==> config.mk <==
export PLATFORM = sky130hd
export DESIGN_NAME = store_load_sequencer
export DESIGN_NICKNAME = d
export VERILOG_FILES = /design/src/rtl/store_load_sequencer.sv
export SDC_FILE = /design/constraint.sdc
export NUM_CORES = 1
export LEC_CHECK = 0
export BUFFER_PORTS_ARGS = -buffer_cell sky130_fd_sc_hd__buf_2
export CAP_MARGIN = 5
export CORE_UTILIZATION = 50
export DETAILED_ROUTE_END_ITERATION = 8
export GPL_TIMING_DRIVEN = 0
export HOLD_SLACK_MARGIN = 0.12
export PLACE_DENSITY = 0.78
export SLEW_MARGIN = 20
export SYNTH_ARGS = -nofsm -noshare
export SYNTH_HDL_FRONTEND = slang
export SYNTH_SLANG_ARGS = --single-unit
==> constraint.sdc <==
create_clock -name clk -period 2.4 [get_ports clk]
set_clock_uncertainty 0.2 [all_clocks]
set_input_delay 0.48 -clock clk [delete_from_list [all_inputs] [get_ports clk]]
set_output_delay 0.48 -clock clk [all_outputs]
set_load 0.01 [all_outputs]
==> src/rtl/store_load_sequencer.sv <==
// Multicycle sequencer for sized loads and stores: read-modify-write for sub-word
// stores, direct write for word stores, read/latch/writeback for loads.
module store_load_sequencer #(
    parameter int MEM_LAT = 1,
    parameter int CNT_W   = 4
) (
    input  logic       clk,
    input  logic       reset,
    input  logic       store_req,
    input  logic       load_req,
    input  logic [1:0] size,
    output logic       busy,
    output logic       done,
    output logic       size_error,
    output logic       mem_rd,
    output logic       mem_wr,
    output logic       mdr_wr,
    output logic       reg_wr,
    output logic [1:0] set_store_size_control,
    output logic [1:0] load_size_control,
    output logic [3:0] state_dbg
);

    // Handshake: a request (store_req/load_req) is accepted only while busy is low
    // and is consumed on the accept edge; completion is signalled by a one-cycle
    // done pulse. Requests seen while busy are dropped, never queued.
    typedef enum logic [3:0] {
        IDLE   = 4'd0,
        ST_RD  = 4'd1,
        ST_MDR = 4'd2,
        ST_WR  = 4'd3,
        LD_RD  = 4'd4,
        LD_MDR = 4'd5,
        LD_WB  = 4'd6,
        ERR    = 4'd7,
        DONE   = 4'd8
    } state_t;

    localparam logic [CNT_W-1:0] LAT_LAST = CNT_W'(MEM_LAT - 1);

    state_t           state;
    state_t           state_n;
    logic [CNT_W-1:0] cnt;
    logic [1:0]       size_q;
    logic             accept;

    assign accept = (state == IDLE) && (store_req || load_req);

    always_ff @(posedge clk) begin
        if (reset) begin
            state  <= IDLE;
            cnt    <= '0;
            size_q <= 2'b10;
        end else begin
            state <= state_n;
            if (accept) begin
                size_q <= size;
                cnt    <= '0;
            end else if (state == ST_RD || state == LD_RD) begin
                cnt <= cnt + 1'b1;
            end
        end
    end

    always_comb begin
        state_n = state;
        case (state)
            IDLE: begin
                if (store_req || load_req) begin
                    // Store outranks a simultaneous load; size 11 is rejected for either.
                    if (size == 2'b11)       state_n = ERR;
                    else if (store_req)      state_n = (size == 2'b10) ? ST_WR : ST_RD;
                    else                     state_n = LD_RD;
                end
            end
            ST_RD:   if (cnt == LAT_LAST) state_n = ST_MDR;
            ST_MDR:  state_n = ST_WR;
            ST_WR:   state_n = DONE;
            LD_RD:   if (cnt == LAT_LAST) state_n = LD_MDR;
            LD_MDR:  state_n = LD_WB;
            LD_WB:   state_n = DONE;
            ERR:     state_n = IDLE;
            DONE:    state_n = IDLE;
            default: state_n = IDLE;
        endcase
    end

    always_comb begin
        busy                   = (state != IDLE);
        done                   = 1'b0;
        size_error             = 1'b0;
        mem_rd                 = 1'b0;
        mem_wr                 = 1'b0;
        mdr_wr                 = 1'b0;
        reg_wr                 = 1'b0;
        set_store_size_control = 2'b00;
        load_size_control      = 2'b00;
        case (state)
            ST_RD, LD_RD: mem_rd = 1'b1;
            ST_MDR: begin
                mdr_wr                 = 1'b1;
                set_store_size_control = size_q;
            end
            ST_WR: begin
                mem_wr                 = 1'b1;
                set_store_size_control = size_q;
            end
            LD_MDR: mdr_wr = 1'b1;
            LD_WB: begin
                reg_wr            = 1'b1;
                load_size_control = size_q;
            end
            ERR: begin
                size_error = 1'b1;
                done       = 1'b1;
            end
            DONE:    done = 1'b1;
            default: ;
        endcase
    end

    assign state_dbg = state;

endmodule

### Word level (Yosys, flattened, before mapping)

Cells that the tools add are included.

| word-level totals | value |
|---|---|
| bits in registers | 10 |
| input port bits | 6 |
| word-level logic and storage cells | 45 |
| output and inout port bits | 15 |

| operators by class | value |
|---|---|
| equal/unequal tests | 13 |
| reduce and logical (&&, ||, !) cells | 13 |
| $add $sub $neg | 1 |
| mux-type cells | 15 |

Operators with widths:

| cell | count |
|---|---|
| $pmux 4 s6 | 1 |
| $eq 4x3->1 const B | 4 |
| $mux 4 | 3 |
| $reduce_or 2->1 | 6 |
| $eq 4x2->1 const B | 2 |
| $logic_not 4->1 | 2 |
| $mux 1 | 6 |
| $mux 2 | 3 |
| $mux 3 | 2 |
| $ne 2x1->1 const B | 3 |
| $add 4x1->4 const B | 1 |
| $eq 2x2->1 const B | 2 |
| $eq 4x1->1 const B | 1 |
| $eq 4x4->1 const B | 1 |
| $reduce_bool 4->1 | 1 |
| $reduce_and 3->1 | 1 |
| $logic_or 1x1->1 | 2 |
| $logic_and 1x1->1 | 1 |

### Logic depth before layout (Yosys ltp)

Gate-level depths: netlist of run 1.

| depth | value |
|---|---|
| depth in word-level cells | 6 |
| mapped depth | 5 |
| gate-level depth less buffers | 5 |

### Worst setup path after synthesis of run 1

OpenSTA, ideal clock, no wires.

| timing | value |
|---|---|
| path kind | reg-to-output |
| start point | register state[2], in the netlist state_dbg[2] |
| end point | output load_size_control[0] |
| data required time | 1,720 ps |
| cell stages (with the launch flop) | 5 |
| path slack | 419 ps |
| buffers on the path | 1 |
| arrival | 1,301 ps |
| path through | dfxtp_1 > buf_6 > or2b_2 > nor2_1 > and2_1 |

| on the way | value |
|---|---|
| longest elaborated chain between the ends | 2 |

RTL lines:

| what | line | source |
|---|---|---|
| start, declared | 41 | `state_t state;` |
| start signal, assigned | 55 | `state <= state_n;` |
| $eq 4x3->1 | 98 | `case (state)` |
| $mux 2 | 98 |  |
| end, declared | 20 | `output logic [1:0] load_size_control,` |

Every way passes these cells.

### Final worst setup path of run 1

Same ends and word-level chain as after synthesis.

==> results of run 1 <==
-- cells by family after synthesis --
logic type / share of synthesized area, %
simple gates: 36.5
compound gates: 12.8
flops: 28.5
buf+inv: 8.02
xor+xnor: 7.67
mux: 2.85
fa+ha+maj: 3.56
-- registers in the layout (all words and copies together) (netlist names) --
register / flops
cnt: 4
state_dbg: 4
size_q: 2
-- cell usage after synthesis --
library cell,count
sky130_fd_sc_hd__inv_1,3
sky130_fd_sc_hd__a31o_2,1
sky130_fd_sc_hd__xor2_1,1
sky130_fd_sc_hd__xnor2_1,2
sky130_fd_sc_hd__nor2b_1,1
sky130_fd_sc_hd__buf_4,1
sky130_fd_sc_hd__nand3_1,2
sky130_fd_sc_hd__or2b_2,1
sky130_fd_sc_hd__nor2_1,11
sky130_fd_sc_hd__dfxtp_1,10
sky130_fd_sc_hd__mux2i_1,2
sky130_fd_sc_hd__a311o_1,1
sky130_fd_sc_hd__ha_1,2
sky130_fd_sc_hd__nor4_2,2
sky130_fd_sc_hd__o21ai_0,1
sky130_fd_sc_hd__o31a_1,1
sky130_fd_sc_hd__nor4_4,1
sky130_fd_sc_hd__nor3b_1,2
sky130_fd_sc_hd__or2_4,1
sky130_fd_sc_hd__nand3b_1,1
sky130_fd_sc_hd__a211o_1,1
sky130_fd_sc_hd__a211oi_1,1
sky130_fd_sc_hd__a21oi_1,3
sky130_fd_sc_hd__a311oi_1,1
sky130_fd_sc_hd__o21a_1,1
sky130_fd_sc_hd__nor3_1,8
sky130_fd_sc_hd__nor3_4,1
sky130_fd_sc_hd__and2b_2,1
sky130_fd_sc_hd__clkbuf_1,1
sky130_fd_sc_hd__nand2b_1,2
sky130_fd_sc_hd__xnor2_4,1
sky130_fd_sc_hd__buf_6,3
sky130_fd_sc_hd__nand2_1,6
sky130_fd_sc_hd__and2_1,2
sky130_fd_sc_hd__o211a_1,1
-- worst max-delay path by stage --
stage / from / endpoint / slack, ns
6_report: state_dbg[2]$_SDFFE_PP0P_ / load_size_control[0] / 0.14
5_1_grt: state_dbg[2]$_SDFFE_PP0P_ / load_size_control[0] / 0.08
4_1_cts: state_dbg[1]$_SDFFE_PP0P_ / load_size_control[0] / 0.05
3_5_place_dp: state_dbg[1]$_SDFFE_PP0P_ / load_size_control[0] / 0.35
3_3_place_gp: state_dbg[1]$_SDFFE_PP0P_ / load_size_control[0] / 0.41
2_1_floorplan: state_dbg[2]$_SDFFE_PP0P_ / load_size_control[0] / 0.42
-- per-layer routing --
metal / global-route usage, % / up-vias / wire length (um)
li1: - / 328 / -
met1: 28.1 / 286 / 701
met2: 36.1 / 24 / 657
met3: 5.11 / 7 / 78
met4: 13.8 / 0 / 45
met5: 0 / - / 0
-- power breakdown --
part | switching (W) | leakage, nW | internal (W)
Combinational | 0.000383 | 0.270 | 0.000327
Clock | 0.0000649 | 0.0210 | 0.0000923
Sequential | 0.0000609 | 0.0822 | 0.000220
-- timing repair --
item / CTS / global route
hold buffers: 0 / 0
gates resized for setup: 0 / 1
endpoints found under the setup margin: 0 / 2
buffers inserted: 0 / 0
-- worst max-delay path: cells and delay by family (launching register included) --
kind / cells / cell delay [ns]
buffers and inverters: 2 / 0.29
DFF: 1 / 0.36
and+or+nand+nor: 3 / 0.66
-- final cells by class --
type	count	area, sq um
buffer	5	45.0
clock buffer	4	36.3
fill	117	448
inverter	3	11.3
multi-input combinational	62	445
sequential	10	201
tap	15	18.8
timing repair buffer	19	95.1
-- through the flow --
step	total power [W]	util (%)
floorplan	0.000820	-
global placement	0.000982	62.7
detailed placement	0.000996	62.7
CTS	0.00115	65.5
global route	0.00124	65.6
finish	0.00115	65.6
==> results.md, run 1 <==
Detailed routing:
- For this run, design rule violations remaining after detail routing come to 0.
- The average via count per standard cell is 5.47.
- Wires add up to 1.48 mm.
- In the final routed layout, each cell accounts on average for between 10 and 15 um.
- The via count is between 600 and 700.
- For this block, the initial DRC count from the detailed router was 18.
- The first detailed-routing pass ran for 4 iterations.
- The count of nets left with antenna violations once routing finished came out at 0.

Timing:
- Setup repair after global routing left no endpoint under its margin.
- The final number of setup-violating endpoints is 0.
- The maximum clock frequency is 0.443 GHz.
- The worst slew margin relative to its limit is 72.3%.
- The tightest hold path in the finished design has a slack of 0.260 ns.
- The final hold violation count came to 0.
- The final worst slack is 0.144 ns.
- For the finished layout, the period the worst path requires is between 2 and 2.5 ns.
- The number of max-slew violations in the final report is 0.
- The slew at the pin closest to its max-slew limit is roughly 0.41 ns.
- Adding up every negative setup slack in the final design gives 0 ns.
- The worst path uses 94.0% of the clock period.

Critical path:
- The worst setup path is launched from a register.
- Measured in cells, the most critical reg-to-reg path has a length of 5.
- The reg-to-reg endpoint is size_q[1]$_SDFFE_PP1P_.
- The signal arrival time at the worst endpoint is between 1.5 and 2 ns.
- Walking the worst path, the cells encountered are buf_6 > or2b_2 > nor2_1 > and2_1 > buf_2.
- The cell with the biggest individual delay on the critical path is sky130_fd_sc_hd__dfxtp_1.
- The beginning of the worst register-to-register path is state_dbg[3]$_SDFFE_PP0P_.
- The largest driver fanout on the critical path is 10.
- STA classifies the critical path endpoint as an output port.
- The worst setup path is of the register to output port kind.
- The register-to-register setup slack is 0.77 ns.
- Data on the critical path is required at its endpoint by 1.72 ns.
- The delay of the slowest cell on the worst path is 0.36 ns.

GRT:
- In the global route stage, overall resource usage came out at 23.0%.
- The residual overflow from global routing is 0.
- The number of antenna violations at the first check in global routing was 0.
- Entering global routing, the biggest net connects 11 pins.
- The first global-routing pass estimated between 2 and 2.5 mm of wire.
- The via count of the first global-routing pass is 584.

Placement:
- The final weighted congestion in routability-driven placement is 0.918.
- Counting tap cells, the placed design contains a total of 114 instances.
- The cell area reported after detailed placement is 816 sq um.
- At the placement stage, the worst setup path has a slack of between 0.3 and 0.4 ns.
- Port buffering added 19 buffers.
- The detailed placer's ending HPWL is roughly 1.1 mm.

Synth:
- The mean instance size in the synthesized netlist is 8.77 sq um.
- The synthesized design devotes to its leading area cell type 28.5% of total area.
- When the netlist entered floorplanning its net count stood at 88.
- Of the synthesized area, sequential elements account for between 20% and 30%.
- The cell area after technology mapping is ~700 sq um.
- The flop and latch count out of synthesis is 10.
- Counting every instance in the synthesized netlist gives 80.
- By area the synthesized netlist is led by sky130_fd_sc_hd__dfxtp_1 (29%), sky130_fd_sc_hd__nor2_1 (5.9%), sky130_fd_sc_hd__nor3_1 (5.7%), sky130_fd_sc_hd__buf_6 (4.8%), sky130_fd_sc_hd__xnor2_4 (3.9%).
- The most area-hungry cell type in the Yosys netlist is sky130_fd_sc_hd__dfxtp_1.
- The Yosys step of the flow raised 0 warnings.
- The number of different library cells used by synthesis comes to 35.

Run:
- The max capacitance violation total is 0.

Floorplan:
- In this run the core area contains 13 standard-cell rows.
- The die covers 0.00156 sq mm.
- The width of the die is 39.5 um.
- The region available for standard cell placement spans 0.00130 sq mm.
- The count of pins on the block boundary is 21.
- The initial standard-cell utilization of the core is 53.9%.
- The height of the chip is 39.5 um.

Finish:
- The proportion of layout cells with a drive suffix above 1 is 35.9%.
- Relative to the synthesized area, the layout overhead comes to 21.6%.
- The library cells used most frequently in the layout, excluding fill and tap cells, are sky130_fd_sc_hd__buf_2 (19), sky130_fd_sc_hd__nor2_1 (11), sky130_fd_sc_hd__dfxtp_1 (9).
- Excluding fillers, the count of instances in the completed layout stands at roughly 120.
- Leaving out fill and tap cells, the most frequent cell in the layout is sky130_fd_sc_hd__buf_2.
- The finished layout cell area is 853 sq um.
- In the final design database the tool counted 112 nets.
- The number of antenna diodes in the final layout is 0.

Clock tree:
- The CTS tree is done.
- The clock root buffer is sky130_fd_sc_hd__clkbuf_4.
- The clock transition at the registers of the reported paths is around 0.07 ns.
- CTS saw 10 sinks.
- The TritonCTS buffer count is 3.
- The later pin in the worst-skew pair is clocked with a latency of ~0.27 ns.
- The clock passes through at most 2 buffers.
- The count of H-tree levels built during CTS is 1.

Status:
- The run finished with clean final reports.

Min path:
- The worst hold path passes through 2 cells.
- The min-delay analysis places its worst path in the category primary input to register.
- The hold path endpoint is size_q[1]$_SDFFE_PP1P_.
- The startpoint of the tightest hold check path is size[1].

Power:
- The maximum vdd ir drop is 0.603 mV.
- The total power per unit cell area is around 1300 mW/mm^2.
- The analysis attributes to cell leakage a power of 0.373 nW.
Note: power is estimated with default switching activity, not from simulation.
==> inputs of run 2 (changes only) <==
- MAX_ROUTING_LAYER: not set -> met4
==> run 2 against run 1 <==
Die area unchanged. Combinational power about the same. Sequential power about the same. Non-clock buffer count unchanged. Global-route usage increased by 1.7 points. Critical path depth unchanged. First-iteration DRC count decreased by 33%. Sequential cell count unchanged. Final cell count unchanged. Sequential share of layout area unchanged. Register-to-register slack about the same. Critical path type unchanged. Critical endpoint is now load_size_control[1].
==> results.md, run 2 (same netlist as run 1, synthesis figures left out) <==
Status:
- The run finished with clean final reports.

Clock tree:
- For this design, the CTS-stage hold fixing added 0 buffers.
- After clock tree synthesis, the clock-pin slew on the worst setup and hold paths is 0.07 ns.
- The TritonCTS buffer count is 3.
- The clock sink count is 10.
- The root buffer cell chosen for the clock tree is sky130_fd_sc_hd__clkbuf_4.
- The clock network latency to the later pin of the worst-skew pair is roughly 0.27 ns.
- Gates resized during post-CTS repair numbered 0.
- The number of setup buffers added after CTS is 0.
- The count of H-tree levels built during CTS is 1.
- TritonCTS built the clock tree.
- The clock passes through at most 2 buffers.

Finish:
- The finished cells cover 853 sq um.
- The number of antenna diodes in the final layout is 0.
- Excluding fillers, the count of instances in the completed layout stands at 118.
- The proportion of layout cells with a drive suffix above 1 is a little over a third.
- The relative area change from synthesis to final layout is 21.6%.
- The commonest non-fill, non-tap cell in the layout is sky130_fd_sc_hd__buf_2.
- The net count reported at finish is 112.
- The top cell types in the final layout, fill and taps aside, are sky130_fd_sc_hd__buf_2 (19), sky130_fd_sc_hd__nor2_1 (11), sky130_fd_sc_hd__dfxtp_1 (9).
- The post-layout utilization of the core is 65.6%.

GRT:
- The total track usage is 24.7%.
- The via count of the first global-routing pass came to between 500 and 600.
- The largest net degree at the start of global routing is 11.
- The first global-routing pass estimated around 2.4 mm of wire.
- The total overflow left after global routing is 0.
- The number of antenna violations at the first check in global routing is 0.

Timing:
- Dividing the final minimum period by the clock period gives 93.2%.
- In the final timing run, aggregate negative setup slack is 0 ns.
- The final hold violation count was 0.
- The slew at the pin closest to its max-slew limit is 0.421 ns.
- Measured against its own limit, the worst slew margin works out to 71.9%.
- The number of max-slew violations in the final report is 0.
- Setup repair after global routing left no endpoint under its margin.
- The shortest clock period the worst path allows after layout is 2.24 ns.
- The final number of setup-violating endpoints is 0.
- The maximum clock frequency is 0.447 GHz.

Placement:
- The detailed placer's ending HPWL is 1.06 mm.
- The number of port buffers is 19.
- The total instance count after detailed placement is 114.
- The cell area reported after detailed placement is 816 sq um.
- The final weighted congestion in routability-driven placement is 0.931.

Detailed routing:
- After detailed routing, the average wire length per cell comes to 12.5 um.
- The count of TritonRoute iterations in the first routing pass is 4.
- The via count is 650.
- The final routed wirelength across all metal layers is 1.47 mm.
- Once detail routing completed, the nets flagged for antenna violations numbered 0.
- For this run, design rule violations remaining after detail routing come to 0.
- Using the TritonRoute via totals, the vias-per-cell ratio works out to 5.51.
- The starting DRC count in detailed routing is 12.

Critical path:
- Data on the critical path arrives at its endpoint at approximately 1.6 ns.
- STA puts the critical path data required time at ~1.7 ns.
- The cell with the biggest individual delay on the critical path is sky130_fd_sc_hd__dfxtp_1.
- The start-to-end type of the worst setup path is register to output port.
- STA classifies the critical path endpoint as an output port.
- The delay of the slowest cell on the worst path is between 0.3 and 0.4 ns.
- Along the worst path, the maximum fanout reaches 10.
- The signal on the critical path passes through buf_6 > or2b_2 > nor2_1 > and2_1 > buf_2.
- The startpoint kind of the worst setup timing path is a register.

Floorplan:
- The width of the die is approximately 40 um.
- The count of pins on the block boundary is 21.
- The initial standard-cell utilization of the core is 53.9%.
- The die is 39.5 um tall.
- The area enclosed by the die boundary is ~0.0016 sq mm.
- The total area inside the core boundary comes to 0.00130 sq mm.
- The number of cell rows is 13.

Power:
- The total power per unit cell area is 1340 mW/mm^2.
- The leakage power summed over all cells is 0.373 nW.
- The maximum vdd ir drop is 0.644 mV.

Min path:
- The path class of the lowest-slack min-delay path is primary input to register.

Run:
- The max capacitance violation total is 0.
## run 2: cell counts in the layout (fill, tap and decap cells not counted)
Identical to the previous run, type by type.
## run 2: where the power goes
part | switching [W] | internal (W)
sequential | 0.0000601 | 0.000220
combinational | 0.000381 | 0.000327
clock | 0.0000656 | 0.0000923
total | 0.000507 | 0.000640
## run 2: final timing paths
kind	start	end	slack, ns	depth (start not counted)
worst max-delay path	state_dbg[2]$_SDFFE_PP0P_	load_size_control[1]	0.16	5
worst min-delay path	size[1]	size_q[1]$_SDFFE_PP1P_	0.26	2
worst max register to register	state_dbg[3]$_SDFFE_PP0P_	size_q[1]$_SDFFE_PP1P_	0.77	5
worst min register to register	size_q[0]$_SDFFE_PP0P_	size_q[0]$_SDFFE_PP0P_	0.33	2
## run 2: routing by layer
metal  GRT usage [%]  part of all wire, %  vias up
met3            5.11                  5.3        5
met1            28.0                   48      291
met5               -                    0        -
met4            12.9                  2.6        0
li1                -                    -      329
met2            40.6                   44       25
## run 2: metrics by stage
step / setup WS [ns] / hold WS (ns) / total power, W
floorplan: 0.419 / 0.266 / 0.000820
global placement: 0.397 / 0.309 / 0.000985
detailed placement: 0.385 / 0.309 / 0.000991
CTS: 0.0821 / 0.257 / 0.00115
global route: 0.0644 / 0.274 / 0.00124
finish: 0.163 / 0.256 / 0.00115
## run 2: final cells by class
cell class / instances / area [sq um]
Clock buffer: 4 / 36.3
Fill cell: 110 / 448
Multi-Input combinational cell: 62 / 445
Timing Repair Buffer: 19 / 95.1
Inverter: 3 / 11.3
Tap cell: 15 / 18.8
Sequential cell: 10 / 201
Buffer: 5 / 45.0
## run 2: worst max-delay path: cells and delay by family (launching register included)
family	cells	cell delay, ns
buffers and inverters	2	0.28
flip-flops	1	0.36
AND/OR/NAND/NOR	3	0.64
==> inputs of run 3 (changes only) <==
- CORE_MARGIN: not set -> 2
==> run 3 against run 2 <==
Sequential share of layout area is the same. Combinational power is essentially flat. Sequential power is essentially flat. Design area is the same. Power grew 0.41%. Count of clock-buffer cells in the layout is the same. Sequential cell count is the same.
==> results.md, run 3 (same netlist as run 1, synthesis figures left out) <==
Status:
- The flow ran to the end, and the final reports show no timing, DRC or antenna violations.

Finish:
- The net count reported at finish is 112.
- The library cell used most frequently in the layout, excluding fill and tap cells, is sky130_fd_sc_hd__buf_2.
- The proportion of layout cells with a drive suffix above 1 is approximately 36%.
- The number of filler cells placed in the layout is around 130.
- 0 antenna diodes ended up in the layout.
- The top cell types in the final layout, fill and taps aside, are sky130_fd_sc_hd__buf_2 (19), sky130_fd_sc_hd__nor2_1 (11), sky130_fd_sc_hd__dfxtp_1 (9).
- The relative area change from synthesis to final layout is 21.6%.

Floorplan:
- After floorplanning, the core was divided into 13 placement rows.
- The area of the core region is 0.00130 sq mm.
- In this run the horizontal extent of the chip is 41.5 um.
- Pin placement for this block handled 21 I/O pins.
- The area enclosed by the die boundary is 0.00172 sq mm.
- The height of the chip is 41.5 um.
- The initial standard-cell utilization of the core is 53.9%.

Timing:
- The final clock period utilization by the worst path is 93.4%.
- The setup TNS after final layout is 0 ns.
- Timing would allow up to around 0.45 GHz.
- Across all hold checks on the routed design, the worst slack comes to 0.262 ns.
- The number of max-slew violations in the final report is 0.
- Counting I/O delays and the setup requirement, the final critical path takes 2.24 ns.
- The slew at the pin closest to its max-slew limit is 0.417 ns.
- The worst slew margin relative to its limit is 72.2%.
- Setup repair after global routing left no endpoint under its margin.
- Setup violations remaining at the end of the flow were counted as 0.
- The final hold violation count is 0.

Placement:
- The number of port buffers is 19.
- The detailed placer's ending HPWL is 1.06 mm.
- At the end of routability-driven placement, the weighted congestion stood at 0.951.

Clock tree:
- Clock-pin slew was measured on the worst setup and hold paths at 0.07 ns.
- The clock sink count is 10.
- In this run the deepest clock path goes through 2 buffers.
- The CTS tree is done.
- The clock network latency to the later pin of the worst-skew pair is 0.27 ns.
- TritonCTS created 3 clock buffers.
- Hold repair after CTS inserted 0 buffers.
- The clock root buffer is sky130_fd_sc_hd__clkbuf_4.
- In this run the number of H-tree levels came out at 1.

Detailed routing:
- The DRC violations left is 0.
- The via count is 646.
- The met1 routed wirelength after detailed routing is 694 um.
- In this run the top signal layer used is met4.
- The sum of met3 wire segment lengths after detailed routing is 119 um.
- The detailed router finished its first iteration with 16 violations.
- The met2 layer wire length in the routed design is 612 um.
- The average via count per standard cell is 5.47.
- The remaining number of nets flagged by the antenna check after routing is 0.
- In the final routed layout, each cell accounts on average for 12.3 um.
- The final routed wirelength across all metal layers is approximately 1.5 mm.
- The first TritonRoute pass finished after 4 iterations.

GRT:
- The largest net degree at the start of global routing is 11.
- The first global-routing pass estimated 2.62 mm of wire.
- The number of antenna violations at the first check in global routing is 0.
- The total overflow left after global routing is 0.
- The via count of the first global-routing pass is 632.
- The total track usage is 19.6%.

Critical path:
- The signal arrival time at the worst endpoint is 1.56 ns.
- The startpoint kind of the worst setup timing path is a register.
- The register-to-register setup slack is 0.76 ns.
- For the worst setup path, the data required time is 1.72 ns.
- The worst register-to-register path has a depth of 5.
- In this run the critical register-to-register path is launched from state_dbg[3]$_SDFFE_PP0P_.
- The kind of capture point of the worst setup path is an output port.
- The reg-to-reg endpoint is size_q[1]$_SDFFE_PP1P_.
- The worst setup path is of the register to output port kind.
- The largest driver fanout on the critical path is 10.

Power:
- VDD sags by at most 0.589 mV.
- In this run the power density over the cells is between 1000 and 1500 mW/mm^2.
- The leakage power summed over all cells is 0.373 nW.

Min path:
- The startpoint of the tightest hold check path is size[1].
- The count of cells along the worst hold path is 2.
- The path class of the lowest-slack min-delay path is primary input to register.
- The hold path endpoint is size_q[1]$_SDFFE_PP1P_.

Run:
- The max capacitance violation total is 0.
==> run 3: cell type report <==
| type | count | area (sq um) | share of cell area (%) |
|---|---|---|---|
| inverters | 3 | 11.3 | 1.32 |
| plain buffers | 5 | 45.0 | 5.28 |
| well taps | 15 | 18.8 | 2.20 |
| flip-flops and latches | 10 | 201 | 23.6 |
| repair buffers | 19 | 95.1 | 11.1 |
| multi-input cells | 62 | 445 | 52.2 |
| clock buffers | 4 | 36.3 | 4.25 |
==> run 3: stage by stage <==
| step | total power [W] | instance area (sq um) | cells | worst slack [ns] | util (%) |
|---|---|---|---|---|---|
| global route | 0.00125 | 853 | 118 | 0.0681 | 65.6 |
| floorplan | 0.000820 | 702 | 80 | 0.419 | - |
| CTS | 0.00115 | 852 | 118 | 0.0465 | 65.5 |
| global placement | 0.000986 | 816 | 114 | 0.396 | 62.7 |
| finish | 0.00115 | 853 | 118 | 0.159 | 65.6 |
| detailed placement | 0.000995 | 816 | 114 | 0.354 | 62.7 |
==> run 3: report_power, final <==
group          internal, W  switching (W)  leakage [nW]
registers         0.000220      0.0000629        0.0822
clock network    0.0000923      0.0000671        0.0210
logic             0.000327       0.000382         0.270
total             0.000639       0.000512         0.373
==> run 3: how the worst max path moves through the flow <==
stage                               from              endpoint  slack (ns)  cells past startpoint
2_1_floorplan  state_dbg[2]$_SDFFE_PP0P_  load_size_control[0]        0.42                      4
3_3_place_gp   state_dbg[1]$_SDFFE_PP0P_  load_size_control[1]        0.40                      5
3_5_place_dp   state_dbg[1]$_SDFFE_PP0P_  load_size_control[0]        0.35                      5
4_1_cts        state_dbg[1]$_SDFFE_PP0P_  load_size_control[0]        0.05                      5
5_1_grt        state_dbg[2]$_SDFFE_PP0P_  load_size_control[0]        0.07                      5
6_report       state_dbg[2]$_SDFFE_PP0P_  load_size_control[1]        0.16                      5
==> run 3: repair_timing <==
| action | in CTS | in global routing |
|---|---|---|
| setup buffers | 0 | 0 |
| gates resized for setup | 0 | 1 |
| setup endpoints to repair | 0 | 3 |
==> run 3: layer usage <==
layer | vias up | track usage [%]
met5 | - | -
met4 | 0 | 9.03
met3 | 5 | 3.04
met2 | 30 | 31.3
met1 | 288 | 24.3
li1 | 323 | -
==> run 3: critical path: stages (launching register included) <==
cell and delay [ns]:
sky130_fd_sc_hd__dfxtp_1 0.36, sky130_fd_sc_hd__buf_6 0.16, sky130_fd_sc_hd__or2b_2 0.33, sky130_fd_sc_hd__nor2_1 0.17, sky130_fd_sc_hd__and2_1 0.14, sky130_fd_sc_hd__buf_2 0.12
